--- src/rtl/gpio_cond_pkg.sv ---
// gpio_cond_pkg: default sizes and legal parameter ranges for the GPIO input conditioner.
package gpio_cond_pkg;
    localparam int DEF_NPINS       = 16;
    localparam int DEF_SYNC_STAGES = 2;
    localparam int DEF_DB_DEPTH    = 3;
    localparam int DEF_PRESC_W     = 16;
    localparam int MIN_SYNC_STAGES = 2;
    localparam int MAX_SYNC_STAGES = 4;
    localparam int MIN_DB_DEPTH    = 2;
    localparam int MAX_DB_DEPTH    = 8;
endpackage

--- src/rtl/gpio_debounce_bit.sv ---
// gpio_debounce_bit: one pin's synchroniser, debounce history, conditioned level and edge pulses.
module gpio_debounce_bit
    import gpio_cond_pkg::*;
#(
    parameter int SYNC_STAGES = DEF_SYNC_STAGES,
    parameter int DB_DEPTH    = DEF_DB_DEPTH
) (
    input  logic clk,
    input  logic rst,
    input  logic pad,
    input  logic en,
    input  logic tick,
    output logic pin,
    output logic rise,
    output logic fall
);
    logic [SYNC_STAGES-1:0] sync;
    logic [DB_DEPTH-1:0]    hist;
    logic [DB_DEPTH-1:0]    hist_next;
    logic                   s;
    logic                   prev;
    logic                   pin_next;

    assign s = sync[SYNC_STAGES-1];

    // While bypassed the history mirrors the level pin is taking, so enabling debounce never moves pin.
    always_comb begin
        pin_next  = en ? (&hist ? 1'b1 : (~|hist ? 1'b0 : pin)) : s;
        hist_next = !en ? {DB_DEPTH{s}} : (tick ? {hist[DB_DEPTH-2:0], s} : hist);
    end

    always_ff @(posedge clk) begin
        if (rst) begin
            sync <= '0;
            hist <= '0;
            pin  <= 1'b0;
            prev <= 1'b0;
            rise <= 1'b0;
            fall <= 1'b0;
        end else begin
            sync <= {sync[SYNC_STAGES-2:0], pad};
            hist <= hist_next;
            pin  <= pin_next;
            prev <= pin;
            rise <= pin & ~prev;
            fall <= ~pin & prev;
        end
    end
endmodule

--- src/rtl/gpio_in_conditioner.sv ---
// gpio_in_conditioner: per-pin sync/debounce/edge stage for WGPIODIN; GPIO_COND_EDGE_IRQ_EN adds sticky edge IRQs.
module gpio_in_conditioner
    import gpio_cond_pkg::*;
#(
    parameter int NPINS       = DEF_NPINS,
    parameter int SYNC_STAGES = DEF_SYNC_STAGES,
    parameter int DB_DEPTH    = DEF_DB_DEPTH,
    parameter int PRESC_W     = DEF_PRESC_W
) (
    input  logic               HCLK,
    input  logic               HRESET,
    input  logic [NPINS-1:0]   pad_in,
    input  logic [NPINS-1:0]   db_en,
    input  logic [PRESC_W-1:0] db_prescale,
    output logic [NPINS-1:0]   pin_out,
    output logic [NPINS-1:0]   rise_evt,
    output logic [NPINS-1:0]   fall_evt,
    input  logic [NPINS-1:0]   irq_rise_en,
    input  logic [NPINS-1:0]   irq_fall_en,
    input  logic [NPINS-1:0]   irq_clr,
    output logic [NPINS-1:0]   irq_status,
    output logic               irq
);
    logic [PRESC_W-1:0] cnt;
    logic               tick;

    // Compare with >= so a prescale lowered below the running count ticks immediately.
    assign tick = cnt >= db_prescale;

    always_ff @(posedge HCLK) begin
        cnt <= (HRESET || tick) ? '0 : cnt + PRESC_W'(1);
    end

    for (genvar i = 0; i < NPINS; i++) begin : g_pin
        gpio_debounce_bit #(
            .SYNC_STAGES(SYNC_STAGES),
            .DB_DEPTH   (DB_DEPTH)
        ) u_bit (
            .clk (HCLK),
            .rst (HRESET),
            .pad (pad_in[i]),
            .en  (db_en[i]),
            .tick(tick),
            .pin (pin_out[i]),
            .rise(rise_evt[i]),
            .fall(fall_evt[i])
        );
    end

`ifdef GPIO_COND_EDGE_IRQ_EN
    logic [NPINS-1:0] status_next;

    // Set terms are OR-ed after the clear, so a fresh edge beats a simultaneous clear.
    assign status_next = (irq_status & ~irq_clr) | (rise_evt & irq_rise_en) | (fall_evt & irq_fall_en);

    always_ff @(posedge HCLK) begin
        if (HRESET) begin
            irq_status <= '0;
            irq        <= 1'b0;
        end else begin
            irq_status <= status_next;
            irq        <= |status_next;
        end
    end
`else
    logic unused_irq_in;

    assign unused_irq_in = ^{irq_rise_en, irq_fall_en, irq_clr};
    assign irq_status    = '0;
    assign irq           = 1'b0;
`endif
endmodule
--- config.mk ---
export PLATFORM = sky130hd
export DESIGN_NAME = gpio_in_conditioner
export DESIGN_NICKNAME = d
export VERILOG_FILES = /design/src/rtl/gpio_cond_pkg.sv /design/src/rtl/gpio_debounce_bit.sv /design/src/rtl/gpio_in_conditioner.sv
export SDC_FILE = /design/constraint.sdc
export NUM_CORES = 1
export LEC_CHECK = 0
export ABC_CLOCK_PERIOD_IN_PS = 3600
export BUFFER_PORTS_ARGS = -buffer_cell sky130_fd_sc_hd__buf_2
export CAP_MARGIN = 10
export CORE_AREA = 3 3 184 132
export CTS_CLUSTER_DIAMETER = 100
export DETAILED_ROUTE_END_ITERATION = 10
export DIE_AREA = 0 0 187 135
export PLACE_DENSITY = 0.56
export SLEW_MARGIN = 10
export SYNTH_ARGS = -nofsm -noshare
export SYNTH_HDL_FRONTEND = slang
export SYNTH_SLANG_ARGS = --single-unit
--- constraint.sdc ---
create_clock -name HCLK -period 3.6 [get_ports HCLK]
set_input_delay 0.36 -clock HCLK [delete_from_list [all_inputs] [get_ports HCLK]]
set_output_delay 0.36 -clock HCLK [all_outputs]
set_load 0.03 [all_outputs]
Yosys cells after proc, flatten, opt, wreduce, memory -nomap -nowiden

Index checks and enable logic that the tools add are counted.

Order comparisons: 1
Reduce and logical (&&, ||, !) cells: 33
Equal/unequal tests: 32
Multiplexer cells: 80
$add $sub $neg: 1
Bitwise logic cells: 64

Operator list:

| operator                                                                 | count |
|---|---|
| 3-bit 2-to-1 mux                                                         | 32 |
| 1-bit 2-to-1 mux                                                         | 48 |
| 3-bit by 2-bit inequality test with 1-bit output (second input constant) | 16 |
| 3-bit AND reduction                                                      | 16 |
| 3-bit OR reduction                                                       | 16 |
| 1-bit AND                                                                | 32 |
| 2-bit by 1-bit inequality test with 1-bit output (second input constant) | 16 |
| 1-bit inverter                                                           | 32 |
| 16-bit by 1-bit adder with 16-bit output (second input constant)         | 1 |
| 16-bit >= comparator                                                     | 1 |
| 1-bit logical OR                                                         | 1 |

Logic and storage cells: 308
Register bits: 160
Output and inout bits: 65

Longest topological paths before layout

Gate-level depths: netlist (run 1).

Word-level depth: 4
Depth in mapped cells: 9

Cells and area by module

Synthesis (run 1) repeated with hierarchy kept, for this count alone.

Cells, all modules: 561
Area total of the unflattened synthesis: 5988.2 um^2

By module, submodules not included:

| module              | instances | cells an instance | area each (um^2) | sequential area each (um^2) |
|---|---|---|---|---|
| gpio_debounce_bit   | 16        | 26                | 297.8            | 180.2 |
| gpio_in_conditioner | 1         | 145               | 1223.7           | 320.3 |

Worst setup path before layout (run 1)

OpenSTA, ideal clock, no wires.

Kind: reg-to-reg
From: register cnt[0]
To: register g_pin[0].u_bit.hist[0]
Cell stages (with the launch flop): 10
Period minus slack after synthesis: 2.117 ns
Slack: 1.483 ns
Data required time: 3.540 ns
Data arrival time: 2.057 ns
Path through: dfxtp_1 inv_1 ha_1 nand2b_1 a2111o_1 and3_1 buf_6 nor3_4 buf_6 a41o_1

Longest elaborated chain between the ends: 2

Ends and longest elaborated chain:

| item                                                              | line                      | source |
|---|---|---|
| start, declared                                                   | gpio_in_conditioner.sv:24 | `logic [PRESC_W-1:0] cnt;` |
| start signal, assigned                                            | gpio_in_conditioner.sv:31 | `cnt <= (HRESET \|\| tick) ? '0 : cnt + PRESC_W'(1);` |
| 16-bit >= comparator                                              | gpio_in_conditioner.sv:28 | `assign tick = cnt >= db_prescale;` |
| 2-bit by 1-bit inequality test with 1-bit output (no source line) | n/a                       |  |
| end signal, assigned                                              | gpio_debounce_bit.sv:42   | `hist <= hist_next;` |
| end, declared                                                     | gpio_debounce_bit.sv:18   | `logic [DB_DEPTH-1:0] hist;` |

No other way between the ends.
A chain may end at the register's enable or synchronous reset.

Final worst setup path (run 1)

From: register cnt[0]
To: register g_pin[1].u_bit.hist[2]

Longest elaborated chain between the ends: 2

Ends and longest elaborated chain:

| item                                                              | line |
|---|---|
| 16-bit >= comparator                                              | gpio_in_conditioner.sv:28 |
| 2-bit by 1-bit inequality test with 1-bit output (no source line) | n/a |
| end signal, assigned                                              | gpio_debounce_bit.sv:42 |
| end, declared                                                     | gpio_debounce_bit.sv:18 |

No other way between the ends.

==> results of run 1 <==
## per-layer routing
metal / up-vias / routed length, um / global-route usage (%)
met5: - / 34 / 0
met4: 4 / 227 / 4.74
met3: 24 / 902 / 3.89
met2: 136 / 6170 / 17.0
met1: 2282 / 7830 / 17.5
li1: 2519 / - / -
## worst max-delay path: cells and delay by family, from the launching register on
family / cells / cell delay (ns)
adder cells (fa/ha/maj): 1 / 0.26
AND/OR/NAND/NOR: 3 / 0.88
AO/OA/AOI/OAI: 2 / 0.58
flip-flops: 1 / 0.44
buffers and inverters: 2 / 0.35
## report_power, final
group / internal [mW] / leakage (nW) / switching, mW / total [mW]
Clock: 0.942 / 0.249 / 0.718 / 1.66
Combinational: 0.0846 / 1.69 / 0.140 / 0.224
Sequential: 1.82 / 1.31 / 0.0351 / 1.86
## final cells by class
| class | instances | share of cell area, % |
|---|---|---|
| sequential | 160 | 41.9 |
| multi-input combinational | 415 | 36.5 |
| timing repair buffer | 106 | 7.26 |
| clock buffer | 20 | 5.71 |
| tap | 312 | 5.10 |
| inverter | 50 | 2.45 |
| clock inverter | 9 | 1.16 |
## worst max-delay path by stage
stage	slack (ns)	endpoint
6_report	0.96	g_pin[1].u_bit.hist[2]
5_1_grt	0.78	g_pin[14].u_bit.hist[0]
4_1_cts	0.94	g_pin[1].u_bit.hist[2]
3_5_place_dp	0.89	g_pin[1].u_bit.hist[2]
3_3_place_gp	0.89	g_pin[14].u_bit.hist[2]
2_1_floorplan	1.48	g_pin[0].u_bit.hist[0]
## placed cells by master, fill, tap and decap left out, drive strengths merged
cell and instances:
dfxtp 160, a2111o 1, a41o 16, xor2 11, conb 17, nand2 22, clkinvlp 3, or2 1
inv 52, clkbuf 20, buf 106, nor2b 64, a211o 1, xnor2 3, ha 17, mux2i 16
nor2 17, a21boi 1, a311oi 32, nand2b 17, and3 7, a31o 1, a211oi 1, nor3b 16
nand4 5, clkinv 3, a21oi 36, a41oi 16, nor3 17, nor4 16, and4 2, nand3 11
a31oi 17, bufinv 1, o21ai 34
## state kept, by name, summed over array words and instances, names as in the netlist
name	count
g_pin.u_bit.prev	16
g_pin.u_bit.rise	16
g_pin.u_bit.pin	16
cnt	16
g_pin.u_bit.sync	32
g_pin.u_bit.hist	48
g_pin.u_bit.fall	16
## metrics by stage
stage	area, um2	cells	worst slack [ns]	hold WS (ns)
after floorplan	6840	726	1.48	0.383
after global placement	7130	1043	0.892	0.392
after detailed placement	7130	1043	0.895	0.392
after CTS	7650	1072	0.941	0.124
after global routing	7650	1072	0.779	0.136
final	7650	1072	0.963	0.145
## logic make-up (layout without fill, tap and decap cells)
family / Yosys count / in the layout / synth area share [%]
DFF: 160 / 160 / 47.3
other: 1 / 17 / 0.0553
adders and majority gates: 17 / 17 / 3.14
buffers and inverters: 151 / 185 / 12.5
AOI/OAI and AO/OA: 156 / 156 / 16.2
xor gates and xnor gates: 14 / 14 / 1.81
muxes: 16 / 16 / 2.36
and+or+nand+nor: 195 / 195 / 16.6
==> impl_metrics.csv, run 1 <==
group,metric,value,unit
setup_path,startpoint,"cnt[0]",
synthesis,netlist_top_cells_area,"dfxtp_1, buf_4, nor2b_1",
timing,post-route-period-util,73.3,%
synthesis,synth_top_area_cell,"dfxtp_1",
placement,io_buffers,97,
floorplanning,num_rows,46,
synthesis,avgSynthCellArea,9.54,um2
final_layout,utilization,33.8,%
synthesis,synth_area,0.00678,mm2
grt,grt_pass1_wl,24500,um
clocking,cts_resized,0,
setup_path,critPathKind,"register to register",
timing,final.setup.tns,0,ns
power,leakage,3.25,nW
timing,setup-violations-final,0,
setup_path,worstPathMaxFanout,18,
routing,routed_via_density,4.63,
timing,relSlewSlack,37.4,%
timing,fin_crit,2.64,ns
routing,wl_per_cell,14.1,um
clocking,cts.sinks,160,
synthesis,yosysMostFrequentCell,"dfxtp_1",
floorplanning,die_x,187,um
timing,worst_pin_slew,0.939,ns
synthesis,synthCells,710,
power,ir_worst_vdd,0.000343,V
clocking,insertion_delay,0.42,ns
clocking,hold_buffers,0,
routing,drc,0,
hold_path,hold_depth,2,
grt,gr-total-overflow,0,
final_layout,area_growth,12.9,%
final_layout,diodes,0,
timing,fmax,0.379,GHz
clocking,htree_levels,4,
setup_path,endpoint_kind,"register",
setup_path,crit_slowest_cell,"and3_1",
routing,firstDrtPassIters,6,
setup_path,cp_cell_sequence,"inv_1, ha_1, nand2b_1, a2111o_1, and3_1, nor3_4, buf_4, a311oi_1",
clocking,tritoncts,"yes",
hold_path,hold-path-endpoint,"g_pin[7].u_bit.sync[0]",
final_layout,drive_gt1_share,18.0,%
synthesis,synth-seq-area-share,47.3,%
clocking,postCtsSetupBuffers,0,
floorplanning,die-area,0.0252,mm2
setup_path,slowest_delay,0.49,ns
timing,final_hold_viol_count,0,
grt,groute.usage.overall,12.2,%
placement,dp_hpwl,10300,um
synthesis,synth_edf_count,0,
placement,place_congestion,0.765,
setup_path,r2r_cells,8,
final_layout,multi_input_area,0.00279,mm2
grt,grt_max_degree,64,
power,power_density,489,mW/mm2
flow_run,drv_cap,0,
synthesis,synth_top_area_share,47.3,%
floorplanning,core_area,0.0226,mm2
synthesis,ys.flop_type,"dfxtp_1",
grt,antenna_found_initial,2,
routing,via_count,4965,
setup_path,crit_required,3.89,ns
synthesis,ys_top_cells_by_count,"dfxtp_1, buf_4, nor2b_1",
final_layout,final_nets,865,
floorplanning,initial_core_util,30.0,%
timing,clock-skew-final,0.0117,ns
setup_path,reg2reg_from,"cnt[0]",
setup_path,start_kind,"register",
synthesis,async_flop_share,0,%
timing,maxSlewViolCount,0,
setup_path,r2r-end,"g_pin[1].u_bit.hist[2]",
synthesis,ys_ff_latch,160,
clocking,cts.root.buffer_cell,"clkbuf_16",
clocking,clk_pin_slew,0.06,ns
hold_path,hp-start,"pad_in[7]",
synthesis,ys_warn_count,0,
floorplanning,ios,163,
final_layout,fill_cells,2377,
synthesis,ys_types,38,
power,power.total,3.74,mW
status,outcome,"finished, final reports clean",
setup_path,crit_arrival,2.93,ns
timing,grt_setup_unrepaired,"false",
hold_path,min_path_type,"primary input to register",
routing,drt_iter0_drc,303,
clocking,cts_buffers,17,
setup_path,r2r_slack,0.96,ns
clocking,clock_path_buffers,2,
routing,wl,15200,um
final_layout,seqCellArea,0.00320,mm2
floorplanning,die_h,135,um
routing,ant_nets,0,
grt,grt_pass1_vias,4558,
(Power assumes the default switching activity.)
==> run 2: changes to the inputs <==
- ABC_AREA: unset -> 1
- ABC_CLOCK_PERIOD_IN_PS: 3600 -> 2500
- CORE_AREA: 3 3 184 132 -> 3 3 189 136
- DIE_AREA: 0 0 187 135 -> 0 0 192 139
- clock period: 3.6 -> 2.5 ns (I/O delays scaled with it)
==> impl_metrics.csv, run 2 <==
group,metric,value,unit
setup_path,crit_top_cell,"nand2_1",
placement,dp_hpwl,10300,um
final_layout,diodes,0,
final_layout,final_cell_mix,"dfxtp_1, nand2_1, inv_1, nor2_1, buf_2",
synthesis,synthCells,888,
clocking,tritoncts,"yes",
final_layout,final_common_cell,"dfxtp_1",
timing,clock-skew-final,0.0111,ns
synthesis,netlist_top_cells_area,"dfxtp_1, buf_4, nand2_1",
setup_path,crit_slowest_cell,"dfxtp_1",
clocking,cts_buffers,17,
setup_path,crit_arrival,2.30,ns
routing,wl_per_cell,11.7,um
floorplanning,core_area,0.0242,mm2
synthesis,avgSynthCellArea,8.08,um2
final_layout,reg.largest.list,"g_pin.u_bit.hist: 48 flops, g_pin.u_bit.sync: 32 flops",
power,ir_worst_vdd,0.000432,V
routing,firstDrtPassIters,5,
routing,routed_via_density,4.26,
placement,io_buffers,97,
routing,ant_nets,0,
grt,groute.usage.overall,11.5,%
timing,maxSlewViolCount,0,
final_layout,design_area,0.00822,mm2
synthesis,yosysMostFrequentCell,"dfxtp_1",
routing,via_count,5437,
floorplanning,num_rows,48,
setup_path,endpoint_kind,"register",
timing,fmax,0.502,GHz
final_layout,largest_register_ffs,48,
grt,grt_max_degree,58,
floorplanning,die_x,192,um
final_layout,final_nets,1053,
synthesis,ys_top_cells_by_count,"dfxtp_1, nand2_1, inv_1, nor2_1, buf_4",
synthesis,synth-seq-area-share,44.6,%
final_layout,utilization,34.0,%
final_layout,drive_gt1_share,23.1,%
floorplanning,die-area,0.0267,mm2
setup_path,critPathKind,"register to register",
synthesis,synth_area,0.00718,mm2
routing,drt_iter0_drc,336,
placement,place_congestion,0.800,
power,power_density,688,mW/mm2
clocking,postCtsSetupBuffers,0,
power,power.total,5.65,mW
floorplanning,initial_core_util,29.7,%
timing,fin_crit,1.99,ns
timing,grt_setup_unrepaired,"false",
grt,grt_pass1_vias,4880,
clocking,htree_levels,4,
grt,grt_pass1_wl,24500,um
synthesis,synth_top_area_cell,"dfxtp_1",
flow_run,drv_cap,0,
setup_path,worstPathMaxFanout,20,
final_layout,area_growth,14.5,%
synthesis,async_flop_share,0,%
grt,antenna_found_initial,1,
clocking,cts_resized,0,
clocking,hold_buffers,1,
hold_path,min_path_type,"primary input to register",
clocking,cts.root.buffer_cell,"clkbuf_16",
setup_path,slowest_delay,0.38,ns
timing,setup-violations-final,0,
timing,final.setup.tns,0,ns
timing,post-route-period-util,79.7,%
placement,placed_area,0.00761,mm2
setup_path,start_kind,"register",
final_layout,finalNonFillerCells,1276,
placement,dp.cells,1243,
timing,final_hold_viol_count,0,
floorplanning,die_h,139,um
synthesis,ys_ff_latch,160,
final_layout,top_register,"g_pin.u_bit.hist",
routing,drc,0,
clocking,cts.sinks,160,
clocking,insertion_delay,0.43,ns
routing,wl,14900,um
synthesis,ys_types,33,
synthesis,ys.flop_type,"dfxtp_1",
timing,holdWs,0.0259,ns
status,outcome,"finished, final reports clean",
placement,place_ws,0.504,ns
setup_path,crit_required,2.80,ns
synthesis,synth_top_area_share,44.6,%
final_layout,fill_cells,2566,
setup_path,cp_cell_sequence,"inv_1, ha_1, nand2_1, nor2_1, nor2_1, nand2_1, nand2_1, nand2_1, nand2_4, buf_4, nand3_1, nand2_1, a21oi_1",
grt,gr-total-overflow,0,
synthesis,ys_warn_count,0,
power,leakage,3.54,nW
floorplanning,ios,163,
clocking,clk_pin_slew,0.07,ns
clocking,clock_path_buffers,2,
timing,fin_ws,0.507,ns
synthesis,synth_edf_count,0,
[run 2: cell families after synthesis]
group                      count (synthesis)  share of synthesized area [%]
xor gates and xnor gates                   6                          0.732
buffers and inverters                    211                           15.6
other                                      1                         0.0523
AOI/OAI and AO/OA                        131                           11.1
DFF                                      160                           44.6
adders and majority gates                 17                           2.96
and+or+nand+nor                          362                           24.9
[run 2: layer usage]
layer | vias to the layer above | share of wire (%) | track usage, %
met5 | - | 0.094 | 0
met4 | 2 | 1.1 | 3.14
met3 | 16 | 5.7 | 3.92
met2 | 106 | 41 | 16.4
met1 | 2411 | 52 | 16.4
li1 | 2902 | - | -
[run 2: worst max-delay path, delay by kind of cell, from the launching register on]
kind | cells | cell delay [ns]
AO/OA/AOI/OAI | 1 | 0.06
adder cells (fa/ha/maj) | 1 | 0.27
AND/OR/NAND/NOR | 9 | 0.79
flip-flops | 1 | 0.38
buffers and inverters | 2 | 0.37
[run 2: layout make-up]
type                    instances  area, um2  share of cell area (%)
clock buffers                  22        464                    5.65
clock inverters                10        134                    1.63
inverters                     116        435                    5.30
multi-input cells             533       2920                    35.6
flip-flops and latches        160       3200                    39.0
well taps                     325        407                    4.95
repair buffers                110        651                    7.92
[run 2: report_power, final]
part           total (mW)  internal (mW)  switching (mW)
clock network        2.66           1.62            1.04
logic               0.353          0.115           0.239
registers            2.64           2.61          0.0317
[run 2: worst paths after layout]
kind / slack [ns] / cells past startpoint / from / to
setup / recovery: 0.51 / 13 / cnt[0] / g_pin[15].u_bit.hist[0]
hold / removal: 0.03 / 3 / pad_in[11] / g_pin[11].u_bit.sync[0]
setup reg to reg: 0.51 / 13 / cnt[0] / g_pin[15].u_bit.hist[0]
hold reg to reg: 0.40 / 2 / g_pin[12].u_bit.sync[0] / g_pin[12].u_bit.sync[1]
==> run 3: changes to the inputs <==
- ABC_CLOCK_PERIOD_IN_PS: 2500 -> 1600
- PLACE_DENSITY: 0.56 -> 0.58
- clock period: 2.5 -> 1.6 ns (I/O delays scaled with it)
==> impl_metrics.csv, run 3 (synthesis results as in run 2) <==
group,metric,value,unit
timing,grt_setup_unrepaired,"true",
final_layout,drive_gt1_share,31.6,%
setup_path,slowest_delay,0.33,ns
grt,grt_max_degree,60,
setup_path,endpoint_kind,"register",
final_layout,reg.largest.list,"g_pin.u_bit.hist: 48 flops, g_pin.u_bit.sync: 32 flops",
placement,io_buffers,97,
floorplanning,die-area,0.0267,mm2
power,power_density,976,mW/mm2
routing,ant_nets,0,
timing,fin_ws,-0.140,ns
hold_path,min_path_type,"primary input to register",
timing,maxSlewViolCount,0,
clocking,cts.sinks,160,
grt,grt_pass1_wl,25800,um
clocking,clk_pin_slew,0.06,ns
routing,firstDrtPassIters,6,
floorplanning,die_x,192,um
final_layout,top_register,"g_pin.u_bit.hist",
setup_path,start_kind,"register",
flow_run,drv_cap,0,
grt,met2_usage,18.0,%
final_layout,final_common_cell,"dfxtp_1",
setup_path,r2r_cells,9,
setup_path,crit_required,1.96,ns
floorplanning,initial_core_util,29.7,%
placement,place_congestion,0.801,
timing,clock-skew-final,0.0110,ns
setup_path,critPathBufInv,2,
setup_path,cp_cell_sequence,"ha_4, nand4_1, nor2_1, buf_4, nand2_8, clkbuf_16, nand3_4, nand2_2, a21oi_2",
routing,via_count,5682,
timing,setup-violations-final,64,
power,ir_worst_vdd,0.000698,V
final_layout,largest_register_ffs,48,
clocking,clock_path_buffers,2,
grt,gr-total-overflow,0,
clocking,cts_buffers,17,
hold_path,hold_depth,3,
grt,groute.usage.overall,12.1,%
timing,final_hold_viol_count,0,
routing,drt_iter0_drc,228,
setup_path,r2r-end,"g_pin[7].u_bit.hist[2]",
final_layout,final_cell_mix,"dfxtp_1, inv_1, nand2_1, nor2_1, buf_2",
placement,dp_hpwl,10700,um
final_layout,area_growth,27.4,%
setup_path,crit_slowest_cell,"dfxtp_2",
final_layout,diodes,0,
power,leakage,3.85,nW
timing,post-route-period-util,109,%
timing,fin_crit,1.74,ns
setup_path,crit_arrival,2.10,ns
status,violations,"setup timing",
setup_path,r2r_slack,-0.14,ns
clocking,tritoncts,"yes",
hold_path,hold-path-endpoint,"g_pin[10].u_bit.hist[0]",
status,outcome,"finished with violations",
grt,met3_usage,3.03,%
routing,routed_via_density,4.28,
setup_path,worstPathMaxFanout,5,
routing,wl,16500,um
floorplanning,num_rows,48,
grt,grt_most_used_layer,"met2",
grt,grt_pass1_vias,5248,
final_layout,final_nets,1105,
grt,use_met1,17.1,%
power,power.total,8.92,mW
setup_path,reg2reg_from,"cnt[13]",
timing,final.setup.tns,-7.28,ns
routing,wl_per_cell,12.4,um
final_layout,finalNonFillerCells,1328,
clocking,insertion_delay,0.43,ns
floorplanning,ios,163,
routing,drc,0,
timing,fmax,0.575,GHz
grt,antenna_found_initial,0,
floorplanning,core_area,0.0242,mm2
floorplanning,die_h,139,um
setup_path,critPathTopFamily,"simple AND/OR/NAND/NOR gates",
clocking,cts.root.buffer_cell,"clkbuf_16",
clocking,htree_levels,4,
hold_path,hp-start,"db_en[10]",
setup_path,critPathKind,"register to register",
placement,dp.cells,1272,
==> run 3: layer usage <==
metal	up-vias	share of wire, %
met1	2594	52
met5	-	0
met3	8	4.4
li1	2986	-
met2	94	43
met4	0	0.89
==> run 3: layout make-up <==
type	count	area (um2)
Multi-Input combinational cell	534	3280
Clock buffer	22	474
Clock inverter	10	126
Fill cell	2473	15100
Timing Repair Buffer	161	1210
Inverter	116	435
Sequential cell	160	3210
Tap cell	325	407
==> run 3: where the power goes <==
| part | leakage, nW | internal [mW] | switching, mW | total [mW] |
|---|---|---|---|---|
| Combinational | 2.26 | 0.241 | 0.415 | 0.657 |
| Clock | 0.284 | 2.44 | 1.70 | 4.14 |
| Sequential | 1.30 | 4.07 | 0.0501 | 4.12 |
==> run 3: worst max-delay path by stage <==
stage                       start                 endpoint  slack, ns  cells after the start
after detailed placement  cnt[15]                  cnt[11]      -0.22                      8
after global routing      cnt[14]   g_pin[6].u_bit.hist[1]      -0.23                      9
final                     cnt[13]   g_pin[7].u_bit.hist[2]      -0.14                      9
after CTS                 cnt[13]  g_pin[15].u_bit.hist[1]      -0.16                      9
after global placement    cnt[15]                  cnt[11]      -0.20                      8
after floorplan           cnt[15]   g_pin[6].u_bit.hist[2]      0.008                      9
==> run 3: worst reg2reg max path, cell delays in order, from the launching register on <==
cell and delay [ns]:
dfxtp_2 0.33, ha_4 0.26, nand4_1 0.17, nor2_1 0.16, buf_4 0.20, nand2_8 0.11, clkbuf_16 0.19, nand3_4 0.08
nand2_2 0.06, a21oi_2 0.11
==> run 3: what timing repair did <==
action | in CTS | in global routing
hold buffers | 16 | 0
resized for setup | 24 | 51
pin swaps | 5 | 15
gates cloned | 4 | 2
setup buffers | 3 | 0
setup endpoints to repair | 64 | 64
endpoints found under the hold margin | 16 | 0
==> run 3: per-stage QoR <==
stage	util (%)	hold WS, ns	setup slack (ns)	instance area (um2)
floorplan	-	0.267	0.00784	7300
global placement	32.7	0.361	-0.196	7910
detailed placement	32.7	0.367	-0.216	7910
CTS	36.7	0.0395	-0.158	8890
global route	37.8	0.0651	-0.228	9140
finish	37.8	0.0782	-0.140	9140
